`src/rtl/sdram_buf_mover_if.sv`:
```
// rtl/sdram_buf_mover_if.sv - command, buffer-port and SDRAM-port bundle for the buffer/SDRAM word mover
interface sdram_buf_mover_if #(
    parameter int SDR_BUSWIDTH = 32,
    parameter int BUF_ADRWID   = 10,
    parameter int SDR_ADRWID   = 24,
    parameter int LEN_WID      = 10
);
    logic                    cmd_valid;
    logic                    cmd_ready;
    logic                    cmd_dir;
    logic [BUF_ADRWID-1:0]   cmd_bufaddr;
    logic [SDR_ADRWID-1:0]   cmd_sdraddr;
    logic [LEN_WID-1:0]      cmd_len;
    logic                    buf_ce;
    logic                    buf_we;
    logic [BUF_ADRWID-1:0]   buf_addr;
    logic [SDR_BUSWIDTH-1:0] buf_datao;
    logic [SDR_BUSWIDTH-1:0] buf_datai;
    logic                    mem_req;
    logic                    mem_we;
    logic [SDR_ADRWID-1:0]   mem_addr;
    logic [SDR_BUSWIDTH-1:0] mem_wdata;
    logic                    mem_ack;
    logic                    mem_rvalid;
    logic [SDR_BUSWIDTH-1:0] mem_rdata;
    logic                    busy;
    logic                    done;

    // The mover itself
    modport master (
        input  cmd_valid, cmd_dir, cmd_bufaddr, cmd_sdraddr, cmd_len,
        input  buf_datai, mem_ack, mem_rvalid, mem_rdata,
        output cmd_ready, buf_ce, buf_we, buf_addr, buf_datao,
        output mem_req, mem_we, mem_addr, mem_wdata, busy, done
    );

    // Command source, buffer RAM and SDRAM controller around the mover
    modport slave (
        output cmd_valid, cmd_dir, cmd_bufaddr, cmd_sdraddr, cmd_len,
        output buf_datai, mem_ack, mem_rvalid, mem_rdata,
        input  cmd_ready, buf_ce, buf_we, buf_addr, buf_datao,
        input  mem_req, mem_we, mem_addr, mem_wdata, busy, done
    );
endinterface

```
`src/rtl/sdram_buf_mover.sv`:
```
// rtl/sdram_buf_mover.sv - word-by-word mover between a buffer RAM and SDRAM; SDR_BUF_BSWAP_EN enables byte reversal
module sdram_buf_mover #(
    parameter int SDR_BUSWIDTH = 32,
    parameter int BUF_ADRWID   = 10,
    parameter int SDR_ADRWID   = 24,
    parameter int LEN_WID      = 10
) (
    input  logic               sdr_clk,
    input  logic               sys_rst,
    sdram_buf_mover_if.master  bus
);
    typedef enum logic [2:0] {
        IDLE, BUF_RD, BUF_WAIT, MEM_WR, MEM_RD, MEM_WAIT, BUF_WR, DONE
    } state_t;

    state_t                  state_q;
    logic                    cmd_ready_q;
    logic                    busy_q;
    logic                    done_q;
    logic                    buf_ce_q;
    logic                    buf_we_q;
    logic [BUF_ADRWID-1:0]   buf_addr_q;
    logic [SDR_BUSWIDTH-1:0] buf_datao_q;
    logic                    mem_req_q;
    logic                    mem_we_q;
    logic [SDR_ADRWID-1:0]   mem_addr_q;
    logic [SDR_BUSWIDTH-1:0] mem_wdata_q;
    logic [LEN_WID-1:0]      cnt_q;
    logic [LEN_WID-1:0]      cnt_d;
    logic [BUF_ADRWID-1:0]   buf_addr_d;
    logic [SDR_ADRWID-1:0]   mem_addr_d;

    // Word data crossing between the two ports, optionally byte-reversed
    function automatic logic [SDR_BUSWIDTH-1:0] xform(input logic [SDR_BUSWIDTH-1:0] w);
        logic [SDR_BUSWIDTH-1:0] r;
`ifdef SDR_BUF_BSWAP_EN
        r = '0;
        for (int i = 0; i < SDR_BUSWIDTH / 8; i++) begin
            r[8*i +: 8] = w[SDR_BUSWIDTH - 8 - 8*i +: 8];
        end
`else
        r = w;
`endif
        return r;
    endfunction

    // Post-word count and addresses; natural width overflow gives the modulo wrap
    assign cnt_d      = cnt_q - LEN_WID'(1);
    assign buf_addr_d = buf_addr_q + BUF_ADRWID'(1);
    assign mem_addr_d = mem_addr_q + SDR_ADRWID'(1);

    // Transfer sequencer; every output is a register set on entry to the state that owns it
    always_ff @(posedge sdr_clk) begin
        if (sys_rst) begin
            state_q     <= IDLE;
            cmd_ready_q <= 1'b1;
            busy_q      <= 1'b0;
            done_q      <= 1'b0;
            buf_ce_q    <= 1'b0;
            buf_we_q    <= 1'b0;
            buf_addr_q  <= '0;
            buf_datao_q <= '0;
            mem_req_q   <= 1'b0;
            mem_we_q    <= 1'b0;
            mem_addr_q  <= '0;
            mem_wdata_q <= '0;
            cnt_q       <= '0;
        end else begin
            case (state_q)
                IDLE: begin
                    if (bus.cmd_valid) begin
                        cmd_ready_q <= 1'b0;
                        busy_q      <= 1'b1;
                        buf_addr_q  <= bus.cmd_bufaddr;
                        mem_addr_q  <= bus.cmd_sdraddr;
                        cnt_q       <= bus.cmd_len;
                        if (bus.cmd_len == '0) begin
                            state_q <= DONE;
                            done_q  <= 1'b1;
                        end else if (!bus.cmd_dir) begin
                            state_q  <= BUF_RD;
                            buf_ce_q <= 1'b1;
                            buf_we_q <= 1'b0;
                        end else begin
                            state_q   <= MEM_RD;
                            mem_req_q <= 1'b1;
                            mem_we_q  <= 1'b0;
                        end
                    end
                end
                BUF_RD: begin
                    buf_ce_q <= 1'b0;
                    state_q  <= BUF_WAIT;
                end
                BUF_WAIT: begin
                    // Registered buffer output is valid by the end of this cycle
                    mem_wdata_q <= xform(bus.buf_datai);
                    mem_req_q   <= 1'b1;
                    mem_we_q    <= 1'b1;
                    state_q     <= MEM_WR;
                end
                MEM_WR: begin
                    if (bus.mem_ack) begin
                        mem_req_q  <= 1'b0;
                        mem_we_q   <= 1'b0;
                        cnt_q      <= cnt_d;
                        buf_addr_q <= buf_addr_d;
                        mem_addr_q <= mem_addr_d;
                        if (cnt_d == '0) begin
                            state_q <= DONE;
                            done_q  <= 1'b1;
                        end else begin
                            state_q  <= BUF_RD;
                            buf_ce_q <= 1'b1;
                        end
                    end
                end
                MEM_RD: begin
                    if (bus.mem_ack) begin
                        mem_req_q <= 1'b0;
                        state_q   <= MEM_WAIT;
                    end
                end
                MEM_WAIT: begin
                    if (bus.mem_rvalid) begin
                        buf_datao_q <= xform(bus.mem_rdata);
                        buf_ce_q    <= 1'b1;
                        buf_we_q    <= 1'b1;
                        state_q     <= BUF_WR;
                    end
                end
                BUF_WR: begin
                    buf_ce_q   <= 1'b0;
                    buf_we_q   <= 1'b0;
                    cnt_q      <= cnt_d;
                    buf_addr_q <= buf_addr_d;
                    mem_addr_q <= mem_addr_d;
                    if (cnt_d == '0) begin
                        state_q <= DONE;
                        done_q  <= 1'b1;
                    end else begin
                        state_q   <= MEM_RD;
                        mem_req_q <= 1'b1;
                        mem_we_q  <= 1'b0;
                    end
                end
                DONE: begin
                    done_q      <= 1'b0;
                    busy_q      <= 1'b0;
                    cmd_ready_q <= 1'b1;
                    state_q     <= IDLE;
                end
                default: begin
                    state_q <= IDLE;
                end
            endcase
        end
    end

    assign bus.cmd_ready = cmd_ready_q;
    assign bus.busy      = busy_q;
    assign bus.done      = done_q;
    assign bus.buf_ce    = buf_ce_q;
    assign bus.buf_we    = buf_we_q;
    assign bus.buf_addr  = buf_addr_q;
    assign bus.buf_datao = buf_datao_q;
    assign bus.mem_req   = mem_req_q;
    assign bus.mem_we    = mem_we_q;
    assign bus.mem_addr  = mem_addr_q;
    assign bus.mem_wdata = mem_wdata_q;
endmodule
```
`src/flat_wrapper.sv`:
```
// flat-port wrapper written by rule: the top's interface ports become plain ports
module sdram_buf_mover_flat 
#(
    parameter int SDR_BUSWIDTH = 32,
    parameter int BUF_ADRWID   = 10,
    parameter int SDR_ADRWID   = 24,
    parameter int LEN_WID      = 10
)
  (sdr_clk, sys_rst, bus_cmd_valid, bus_cmd_dir, bus_cmd_bufaddr, bus_cmd_sdraddr, bus_cmd_len, bus_buf_datai, bus_mem_ack, bus_mem_rvalid, bus_mem_rdata, bus_cmd_ready, bus_buf_ce, bus_buf_we, bus_buf_addr, bus_buf_datao, bus_mem_req, bus_mem_we, bus_mem_addr, bus_mem_wdata, bus_busy, bus_done);
  sdram_buf_mover_if #(.SDR_BUSWIDTH(SDR_BUSWIDTH), .BUF_ADRWID(BUF_ADRWID), .SDR_ADRWID(SDR_ADRWID), .LEN_WID(LEN_WID)) bus_i ();
  input  logic sdr_clk;
  input  logic sys_rst;
  input wire logic [$bits(bus_i.cmd_valid)-1:0] bus_cmd_valid;
  input wire logic [$bits(bus_i.cmd_dir)-1:0] bus_cmd_dir;
  input wire logic [$bits(bus_i.cmd_bufaddr)-1:0] bus_cmd_bufaddr;
  input wire logic [$bits(bus_i.cmd_sdraddr)-1:0] bus_cmd_sdraddr;
  input wire logic [$bits(bus_i.cmd_len)-1:0] bus_cmd_len;
  input wire logic [$bits(bus_i.buf_datai)-1:0] bus_buf_datai;
  input wire logic [$bits(bus_i.mem_ack)-1:0] bus_mem_ack;
  input wire logic [$bits(bus_i.mem_rvalid)-1:0] bus_mem_rvalid;
  input wire logic [$bits(bus_i.mem_rdata)-1:0] bus_mem_rdata;
  output wire logic [$bits(bus_i.cmd_ready)-1:0] bus_cmd_ready;
  output wire logic [$bits(bus_i.buf_ce)-1:0] bus_buf_ce;
  output wire logic [$bits(bus_i.buf_we)-1:0] bus_buf_we;
  output wire logic [$bits(bus_i.buf_addr)-1:0] bus_buf_addr;
  output wire logic [$bits(bus_i.buf_datao)-1:0] bus_buf_datao;
  output wire logic [$bits(bus_i.mem_req)-1:0] bus_mem_req;
  output wire logic [$bits(bus_i.mem_we)-1:0] bus_mem_we;
  output wire logic [$bits(bus_i.mem_addr)-1:0] bus_mem_addr;
  output wire logic [$bits(bus_i.mem_wdata)-1:0] bus_mem_wdata;
  output wire logic [$bits(bus_i.busy)-1:0] bus_busy;
  output wire logic [$bits(bus_i.done)-1:0] bus_done;
  assign bus_i.cmd_valid = bus_cmd_valid;
  assign bus_i.cmd_dir = bus_cmd_dir;
  assign bus_i.cmd_bufaddr = bus_cmd_bufaddr;
  assign bus_i.cmd_sdraddr = bus_cmd_sdraddr;
  assign bus_i.cmd_len = bus_cmd_len;
  assign bus_i.buf_datai = bus_buf_datai;
  assign bus_i.mem_ack = bus_mem_ack;
  assign bus_i.mem_rvalid = bus_mem_rvalid;
  assign bus_i.mem_rdata = bus_mem_rdata;
  assign bus_cmd_ready = bus_i.cmd_ready;
  assign bus_buf_ce = bus_i.buf_ce;
  assign bus_buf_we = bus_i.buf_we;
  assign bus_buf_addr = bus_i.buf_addr;
  assign bus_buf_datao = bus_i.buf_datao;
  assign bus_mem_req = bus_i.mem_req;
  assign bus_mem_we = bus_i.mem_we;
  assign bus_mem_addr = bus_i.mem_addr;
  assign bus_mem_wdata = bus_i.mem_wdata;
  assign bus_busy = bus_i.busy;
  assign bus_done = bus_i.done;
  sdram_buf_mover #(.SDR_BUSWIDTH(SDR_BUSWIDTH), .BUF_ADRWID(BUF_ADRWID), .SDR_ADRWID(SDR_ADRWID), .LEN_WID(LEN_WID)) u_core (.sdr_clk(sdr_clk), .sys_rst(sys_rst), .bus(bus_i));
endmodule
```
`config.mk`:
```
export PLATFORM = sky130hd
export DESIGN_NAME = sdram_buf_mover_flat
export DESIGN_NICKNAME = d
export VERILOG_FILES = /design/src/rtl/sdram_buf_mover_if.sv /design/src/rtl/sdram_buf_mover.sv /design/src/flat_wrapper.sv
export SDC_FILE = /design/constraint.sdc
export NUM_CORES = 1
export LEC_CHECK = 0
export CORE_MARGIN = 3
export CORE_UTILIZATION = 34
export DETAILED_ROUTE_END_ITERATION = 10
export GPL_ROUTABILITY_DRIVEN = 1
export PLACE_DENSITY = 0.77
export SYNTH_ARGS = -nofsm -noshare
export SYNTH_HDL_FRONTEND = slang
export SYNTH_SLANG_ARGS = --single-unit
export TNS_END_PERCENT = 100
```
`constraint.sdc`:
```
create_clock -name sdr_clk -period 2.8 [get_ports sdr_clk]
set_clock_uncertainty 0.15 [all_clocks]
set_input_delay 0.84 -clock sdr_clk [delete_from_list [all_inputs] [get_ports sdr_clk]]
set_output_delay 0.84 -clock sdr_clk [all_outputs]
set_load 0.005 [all_outputs]
```
==> metrics, run 1 <==
Peak VDD IR 0.528 mV; std cell rows 46; Root Driver clkbuf_16; total power 8.12 mW; crit path buf inv count 2; die width 135 µm; Leak 3.11 nW; XOR/XNOR Fraction of Synth Area 0.154%; Comb power frac 39.6%; Setup WS post-layout 194 ps; DP Area 8230 µm²; final core occ 55.0%; hold path cells 2; sequential share of the synthesized area 41.7%; Post-synth EDFFs 0; Clock power frac 29.0%; final setup vio count 0; measured slew at the worst slew-check pin 879 ps; First-pass DRT Iterations 5; clock-pin slew on the worst setup and hold paths 50 ps; most common cell in the netlist nand2_1; Slew Viols, Final 0; Area Growth Syn to Fin 56.4%; Synth Area in Compound Gates 24.1%; remaining antenna violation count 0; status completed; global-route usage over all layers 19.5%; Net Count, Synth 882; H-tree lvl count 4; pwr/cell area 915 nW/µm²; Core Area 16100 µm²; largest net degree at the start of global routing 63; grt ovf 0; CP cell instances clkdlybuf4s50_1 -> or3b_1 -> a21oi_1 -> nor2_2 -> buf_4 -> o21ai_0 -> a21oi_1; clock sink count 118; RSZ-0062 raised after global routing no; Finished Cell Area 8870 µm²; Data arrival, critical path 2780 ps; Yosys cell types 57; Cells after DPL 1180; Hold Crit Start u_core.bus.mem_wdata[22]; syn_area_per_cell 7.42 µm²; non-filler cells, final 1212; Cells after Synth 764; Peak Freq 384 MHz; I/O pin count 219; cell family with most CP delay simple AND/OR/NAND/NOR gates; Post-DP HPWL 12.8 mm; die area 18300 µm²; ys flop type dfxtp_1; min Tclk post-route 2610 ps; Crit Reg-Reg Startpoint u_core.state_q[0]; fin crit share 93.1%; Critical Path Source Type input port; RePlAce Congestion 0.871; Synth Warn # 0; Vias/cell 5.14; Post-CTS Hold Fix Bufs 0; critical path startpoint bus_cmd_valid; worst-path maximum fanout 20; Worst Hold Class reg2reg; Net Sw Frac 34.4%; PortBufs 218; layout cells sized above 1 8.33%; Setup crit end kind flip-flop; Routed WL per cell 15.0 µm; slew margin rel. 41.3%; Antenna Cells 0; Resized cells post-CTS 0; antenna violations before repair 0; Total Wirelength 18.2 mm; clock buffer depth 2; nets 1101; TritonCTS Buffers 17; multiplexer share of the synthesized area 0.904%; Post-Syn Area 5670 µm²; most instantiated cells after synthesis nand2_1 (168), a21oi_1 (120), dfxtp_1 (118); # fillers 1497; vias post-DR 6226; Synth async-reset ratio 0%; P_sw 2.79 mW; die height 135 µm; Synth area leaders dfxtp_1 (42%), nand2_1 (11%), a21oi_1 (11%); flop and latch count out of synthesis 118; critical path class in2reg; Max-cap violations 0; clock latency on the worst-skew pair 410 ps; Internal Power 5.33 mW; Worst path most repeated cell a21oi_1; Crit-path slowest cell nor2_2; first-pass GRT wire length 29.3 mm; vias in the first global route 5894; worst reg2reg path depth 6; CTS tree yes; Post-Synth Adder-Cell Area 0.882%; critical path's largest stage delay 690 ps; Worst Path Required 2980 ps; Simple-Gate Fraction of Synth Area 27.0%; Synth top area share 41.7%; largest family of logic cells by synthesized area simple AND/OR/NAND/NOR gates; Place WS -200 ps; DRC marker count from the first detailed-route iteration 562; Levels on crit path 7; DR DRC count 0; Initial Utilization 35.2%; cell taking the most area after synthesis dfxtp_1; Seq pwr share 31.4%; final hold viol count 0; post-CTS setup buffer count 0
[metrics by stage]
step | setup TNS, ps | hold slack, ps
global route | 0 | 320
CTS | 0 | 303
global placement | -4880 | 290
finish | 0 | 301
detailed placement | -5980 | 296
floorplan | 0 | 303
[power groups by stage]
stage | Combinational, mW | Clock [mW] | Sequential (mW)
after detailed placement | 3.19 | 0 | 2.57
final | 3.22 | 2.36 | 2.55
after global placement | 3.16 | 0 | 2.55
after CTS | 3.23 | 2.40 | 2.54
after floorplan | 1.76 | 0 | 2.48
after global routing | 3.57 | 2.47 | 2.62
[cell usage in the layout (no fill, tap or decap), types with 5 or more instances in the layout]
| cell type | count |
|---|---|
| buf_4 | 43 |
| nand3_1 | 29 |
| dfxtp_1 | 118 |
| a21o_1 | 11 |
| a221oi_1 | 6 |
| nor4_1 | 9 |
| o21ai_0 | 39 |
| inv_1 | 12 |
| and3_1 | 5 |
| a211oi_1 | 13 |
| and2_1 | 9 |
| nor3_1 | 20 |
| clkbuf_8 | 5 |
| nand3b_1 | 5 |
| nand2_1 | 167 |
| nand4_1 | 10 |
| or3_1 | 6 |
| a21oi_1 | 120 |
| clkdlybuf4s50_1 | 217 |
| o22ai_1 | 11 |
| nor2_1 | 39 |
| clkbuf_16 | 17 |
| a31oi_1 | 9 |
[sequential cells by signal (all words and copies together) (netlist names)]
| signal | cells |
|---|---|
| u_core.bus.mem_we | 1 |
| u_core.bus.cmd_ready | 1 |
| u_core.bus.buf_addr | 10 |
| u_core.bus.buf_we | 1 |
| u_core.bus.buf_ce | 1 |
| u_core.bus.mem_addr | 24 |
| u_core.bus.busy | 1 |
| u_core.bus.buf_datao | 32 |
| u_core.state_q | 3 |
| u_core.cnt_q | 10 |
| u_core.bus.mem_req | 1 |
| u_core.bus.done | 1 |
| u_core.bus.mem_wdata | 32 |
[area by class of cell]
type	instances	area [µm²]	share of cell area [%]
multi-input combinational	572	3010	34.0
timing repair buffer	262	2530	28.6
sequential	118	2360	26.6
clock buffer	25	505	5.70
tap	216	270	3.05
clock inverter	7	140	1.58
inverter	12	45.0	0.508
[cells by family after synthesis]
family	after synthesis
flip-flops	118
XOR/XNOR	1
adder cells (fa/ha/maj)	4
buffers and inverters	74
AND/OR/NAND/NOR	329
multiplexers	5
AO/OA/AOI/OAI	233
[worst paths after layout]
check / endpoint / slack (ps)
max: u_core.bus.mem_addr[16] / 190
min: u_core.bus.mem_wdata[22] / 300
max reg2reg: u_core.bus.mem_addr[16] / 380
min reg2reg: u_core.bus.mem_wdata[22] / 300
[routing by layer]
metal	track usage, %	vias to the layer above	part of all wire (%)
li1	-	3148	-
met1	25.0	2838	43
met2	31.6	202	49
met3	5.24	38	5.6
met4	6.94	0	2.6
met5	0	-	0
[tightest hold or removal path, cell delays in order, from the launching register on]
cell     delay (ps)
dfxtp_1         300
nand2_1          50
a21oi_1          50
Power figures use the tool's default switching activity.
==> run 2, diff against run 1 <==
--- a/config.mk
+++ b/config.mk
@@ -9,7 +9,7 @@
 export CORE_UTILIZATION = 34
 export DETAILED_ROUTE_END_ITERATION = 10
 export GPL_ROUTABILITY_DRIVEN = 1
-export PLACE_DENSITY = 0.77
+export PLACE_DENSITY = 0.7
 export SYNTH_ARGS = -nofsm -noshare
 export SYNTH_HDL_FRONTEND = slang
 export SYNTH_SLANG_ARGS = --single-unit
==> constraint.sdc (replaced) <==
create_clock -name sdr_clk -period 2.5 [get_ports sdr_clk]
set_clock_uncertainty 0.15 [all_clocks]
set_input_delay 0.75 -clock sdr_clk [delete_from_list [all_inputs] [get_ports sdr_clk]]
set_output_delay 0.75 -clock sdr_clk [all_outputs]
set_load 0.005 [all_outputs]
==> metrics, run 2 (synthesized netlist as in run 1, its figures left out) <==
vias in the first global route 5801 (-1.6%); most frequent cells in the layout clkdlybuf4s50_1 (217), nand2_1 (167), a21oi_1 (119), dfxtp_1 (118), buf_4 (53); WL met3 1.11 mm (+8.2%); global-route usage over all layers 19.3% (-0.18 points); Crit Reg-Reg Startpoint u_core.cnt_q[0]; Setup crit end kind output port; # fillers 1523 (+1.7%); Core Area 16100 µm² (unchanged); worst hold slack 300 ps (-1.57 ps); vias post-DR 6288 (+1.0%); Critical Path Source Type flip-flop; final setup vio count 0 (unchanged); measured slew at the worst slew-check pin 759 ps (-120 ps); DRC marker count from the first detailed-route iteration 495 (-12%); critical path class reg2out; Peak Freq 420 MHz; Antenna Cells 0 (unchanged); wire length on met1 7.97 mm (+1.7%); die width 135 µm (unchanged); Max-cap violations 0 (unchanged); hold worst-path end u_core.bus.mem_wdata[28]; First-pass DRT Iterations 5 (unchanged); Leak 3.17 nW (+1.8%); Routed WL per cell 14.9 µm (-0.77%); Finished Cell Area 8930 µm² (+0.71%); Vias/cell 5.14 (about the same); area of the multi-input gates 3030 µm² (+0.54%); Area Growth Syn to Fin 57.5%; slew margin rel. 49.0% (+7.6 points); most common cell after layout, fill and taps aside clkdlybuf4s50_1; Worst Hold Class reg2reg; clock-pin slew on the worst setup and hold paths 50 ps (about the same); die area 18300 µm² (unchanged); final hold viol count 0 (unchanged); CP cell instances clkdlybuf4s50_1; min Tclk post-route 2380 ps; critical path's largest stage delay 570 ps (-120 ps); Worst Path Required 1600 ps (-1380 ps); DR DRC count 0 (unchanged); worst reg2reg path depth 7 (+1); PortBufs 218 (unchanged); Peak VDD IR 0.540 mV (+2.4%); first-pass GRT wire length 29.2 mm (-0.33%); crit path buf inv count 1 (-1); antenna violations before repair 0 (unchanged); status completed; I/O pin count 219 (unchanged); Cells after DPL 1193 (+1.1%); std cell rows 46 (unchanged); nets 1114 (+1.2%); H-tree lvl count 4 (unchanged); Slew Viols, Final 0 (unchanged); non-filler cells, final 1224 (+0.99%); DP Area 8360 µm² (+1.6%); hold path cells 2 (unchanged); final core occ 55.4% (+0.39 points); reg2reg setup slack 290 ps (-90 ps); Crit-path slowest cell clkdlybuf4s50_1; clock buffer depth 2 (unchanged); RePlAce Congestion 0.855 (-1.9%); Data arrival, critical path 1480 ps (-1300 ps); layout cells sized above 1 9.72% (+1.4 points); cell family with most CP delay buffers and inverters; Seq. cell area 2360 µm² (unchanged); RR Endpoint u_core.cnt_q[8]; total power 8.97 mW (+10%); worst-path maximum fanout 9 (-55%); RSZ-0062 raised after global routing no; clock sink count 118 (unchanged); grt ovf 0 (unchanged); remaining antenna violation count 0 (unchanged); die height 135 µm (unchanged); fin crit share 95.3%; clock latency on the worst-skew pair 410 ps (about the same); CTS tree yes; Total Wirelength 18.2 mm (+0.21%); met2 wire length 8.88 mm (+0.29%); Post-DP HPWL 12.8 mm (+0.24%); pwr/cell area 1000 nW/µm² (+9.7%); Hold Crit Start u_core.bus.mem_wdata[28]; largest net degree at the start of global routing 93 (+48%); Root Driver clkbuf_16; Initial Utilization 35.2% (unchanged); TritonCTS Buffers 17 (unchanged); top routing layer used met4
run 2: power by group:
| group | leakage, nW | internal (mW) | switching, mW |
|---|---|---|---|
| Clock | 0.276 | 1.48 | 0.851 |
| Sequential | 0.962 | 2.35 | 0.463 |
| Combinational | 1.93 | 1.98 | 1.85 |
run 2: area by class of cell:
cell class,instances,share of cell area [%]
sequential,118,26.4
inverter,12,0.504
tap,216,3.03
timing repair buffer,275,29.9
multi-input combinational,572,33.9
clock inverter,10,1.19
clock buffer,21,5.04
run 2: worst max path at each step:
stage          cells past startpoint                 endpoint                   start  slack (ps)
5_1_grt                            6       u_core.bus.mem_req          bus_cmd_len[9]          10
3_5_place_dp                       7  u_core.bus.mem_addr[17]           bus_cmd_valid        -380
4_1_cts                            7          u_core.cnt_q[7]           bus_cmd_valid          60
3_3_place_gp                       7  u_core.bus.mem_addr[20]           bus_cmd_valid        -320
6_report                           1          bus_mem_addr[4]  u_core.bus.mem_addr[4]         120
2_1_floorplan                      8          u_core.cnt_q[6]           bus_cmd_valid          60
run 2: timing repair:
action | CTS | global route
hold buffers | 0 | 0
setup endpoints to repair | 0 | 18
gates resized for setup | 0 | 4
buffers inserted | 0 | 0
run 2: through the flow:
step | setup slack, ps | setup TNS, ps
6_report | 117 | 0
4_1_cts | 58.9 | 0
3_5_place_dp | -380 | -14180
3_3_place_gp | -320 | -11620
2_1_floorplan | 55.6 | 0
5_1_grt | 11.0 | 0
run 2: per-layer routing:
metal	vias to the layer above	GRT usage (%)
li1	3180	-
met5	-	0
met3	21	4.61
met4	0	5.38
met1	2887	25.5
met2	200	31.7
==> run 3, diff against run 2 <==
--- a/config.mk
+++ b/config.mk
@@ -5,6 +5,8 @@
 export SDC_FILE = /design/constraint.sdc
 export NUM_CORES = 1
 export LEC_CHECK = 0
+export CAP_MARGIN = 20
+export CORE_ASPECT_RATIO = 0.9
 export CORE_MARGIN = 3
 export CORE_UTILIZATION = 34
 export DETAILED_ROUTE_END_ITERATION = 10
==> metrics, run 3 (synthesized netlist as in run 1, its figures left out) <==
first-pass GRT wire length 29.2 mm (about the same); pwr/cell area 1020 nW/µm² (+1.8%); die width 142 µm (+5.2%); RR Endpoint u_core.cnt_q[7]; most common cell after layout, fill and taps aside clkdlybuf4s50_1; PortBufs 218 (unchanged); layout cells sized above 1 10.2% (+0.48 points); Leak 3.16 nW (-0.15%); largest net degree at the start of global routing 37 (-60%); crit path to u_core.cnt_q[7]; RSZ-0062 raised after global routing no; status completed; clock buffer depth 2 (unchanged); Crit-path slowest cell clkdlybuf4s50_1; Data arrival, critical path 2600 ps (+1120 ps); Setup crit end kind flip-flop; worst-path maximum fanout 18 (+9); Worst Hold Class reg2reg; Crit Reg-Reg Startpoint u_core.state_q[0]; CP cell instances clkdlybuf4s50_1 -> or3b_4 -> a21oi_4 -> or2_4 -> buf_12 -> o21ai_1 -> a221oi_1; Total Wirelength 18.6 mm (+2.2%); Vias/cell 5.18 (+0.77%); nets 1115 (+0.090%); final core occ 55.2% (-0.27 points); Routed WL per cell 15.3 µm (+2.8%); fin crit share 97.4% (+2.1 points); Setup Total Neg Slack 0 ps (unchanged); TritonCTS Buffers 17 (unchanged); DRC marker count from the first detailed-route iteration 504 (+1.8%); final hold viol count 0 (unchanged); Post-DP HPWL 12.8 mm (about the same); die height 129 µm (-4.9%); min Tclk post-route 2430 ps (+51.3 ps); reg2reg setup slack 270 ps (-20 ps); worst reg2reg path depth 7 (unchanged); grt ovf 0 (unchanged); vias post-DR 6300 (+0.19%); clock-pin slew on the worst setup and hold paths 60 ps (about the same); First-pass DRT Iterations 5 (unchanged); critical path's largest stage delay 480 ps (-90 ps); Initial Utilization 34.9% (-0.27 points); antenna violations before repair 0 (unchanged); Worst Path Required 2660 ps (+1060 ps); # fillers 1499 (-1.6%); die area 18300 µm² (about the same); most frequent cells in the layout clkdlybuf4s50_1 (217), nand2_1 (167), a21oi_1 (119), dfxtp_1 (118), buf_4 (54); slew margin rel. 53.0% (+4.0 points); critical path startpoint bus_cmd_valid; Post-CTS Hold Fix Bufs 0 (unchanged); Root Driver clkbuf_16; Cells after DPL 1183 (-0.84%); measured slew at the worst slew-check pin 699 ps (-59.7 ps); Max-cap violations 0 (unchanged); clock latency on the worst-skew pair 420 ps (about the same); CTS tree yes; H-tree lvl count 4 (unchanged); I/O pin count 219 (unchanged); std cell rows 44 (-4.3%); Peak VDD IR 0.626 mV (+16%); RePlAce Congestion 0.829 (-3.0%); critical path class in2reg; vias in the first global route 5756 (-0.78%); DR DRC count 0 (unchanged); Core Area 16200 µm² (+0.78%); Slew Viols, Final 0 (unchanged); Peak Freq 411 MHz (-2.1%); Antenna Cells 0 (unchanged); remaining antenna violation count 0 (unchanged); worst hold slack 302 ps (+1.84 ps); global-route usage over all layers 19.6% (+0.26 points); Area Growth Syn to Fin 58.0%; non-filler cells, final 1217 (-0.57%); final setup vio count 0 (unchanged); Critical Path Source Type input port; clock sink count 118 (unchanged)
==> run 3: critical path: cells and delay by family <==
family,cells,cell delay (ps)
compound gates,3,610
buf+inv,2,640
simple gates,2,600
==> run 3: how the worst min path moves through the flow <==
stage / start / endpoint / depth (start not counted)
after floorplan: u_core.bus.buf_datao[0] / u_core.bus.buf_datao[0] / 2
after global placement: u_core.bus.mem_wdata[18] / u_core.bus.mem_wdata[18] / 2
after detailed placement: u_core.bus.buf_datao[1] / u_core.bus.buf_datao[1] / 2
after CTS: u_core.bus.buf_datao[23] / u_core.bus.buf_datao[23] / 2
after global routing: u_core.bus.buf_datao[6] / u_core.bus.buf_datao[6] / 2
final: u_core.bus.mem_wdata[31] / u_core.bus.mem_wdata[31] / 2
==> run 3: repair_timing <==
item	CTS	global route
resized for setup	1	7
pin swaps	0	3
setup endpoints to repair	1	7
buffers inserted	0	1
gates cloned	0	1
==> run 3: final cells by class <==
| class | count | area [µm²] | share of cell area, % |
|---|---|---|---|
| Sequential cell | 118 | 2360 | 26.4 |
| Clock inverter | 15 | 155 | 1.73 |
| Inverter | 12 | 45.0 | 0.503 |
| Multi-Input combinational cell | 572 | 3040 | 33.9 |
| Tap cell | 207 | 259 | 2.89 |
| Clock buffer | 17 | 425 | 4.75 |
| Timing Repair Buffer | 276 | 2670 | 29.8 |
==> run 3: routing by layer <==
layer	up-vias	global-route usage, %	share of wire (%)
met5	-	0	0
met4	0	5.53	1.3
met3	21	5.69	6.5
met2	187	31.0	47
met1	2901	26.1	45
li1	3191	-	-
==> run 3: where the power goes <==
part	switching [mW]	internal [mW]
clock	0.935	1.47
combinational	1.90	2.03
sequential	0.479	2.35
==> run 3: metrics by stage <==
stage	setup WS (ps)	instance area [µm²]	total power, mW
5_1_grt	6.01	8960	9.78
3_5_place_dp	-413	8320	6.63
6_report	65.7	8960	9.16
4_1_cts	15.3	8900	9.07
3_3_place_gp	-346	8320	6.58
2_1_floorplan	55.6	5670	4.75
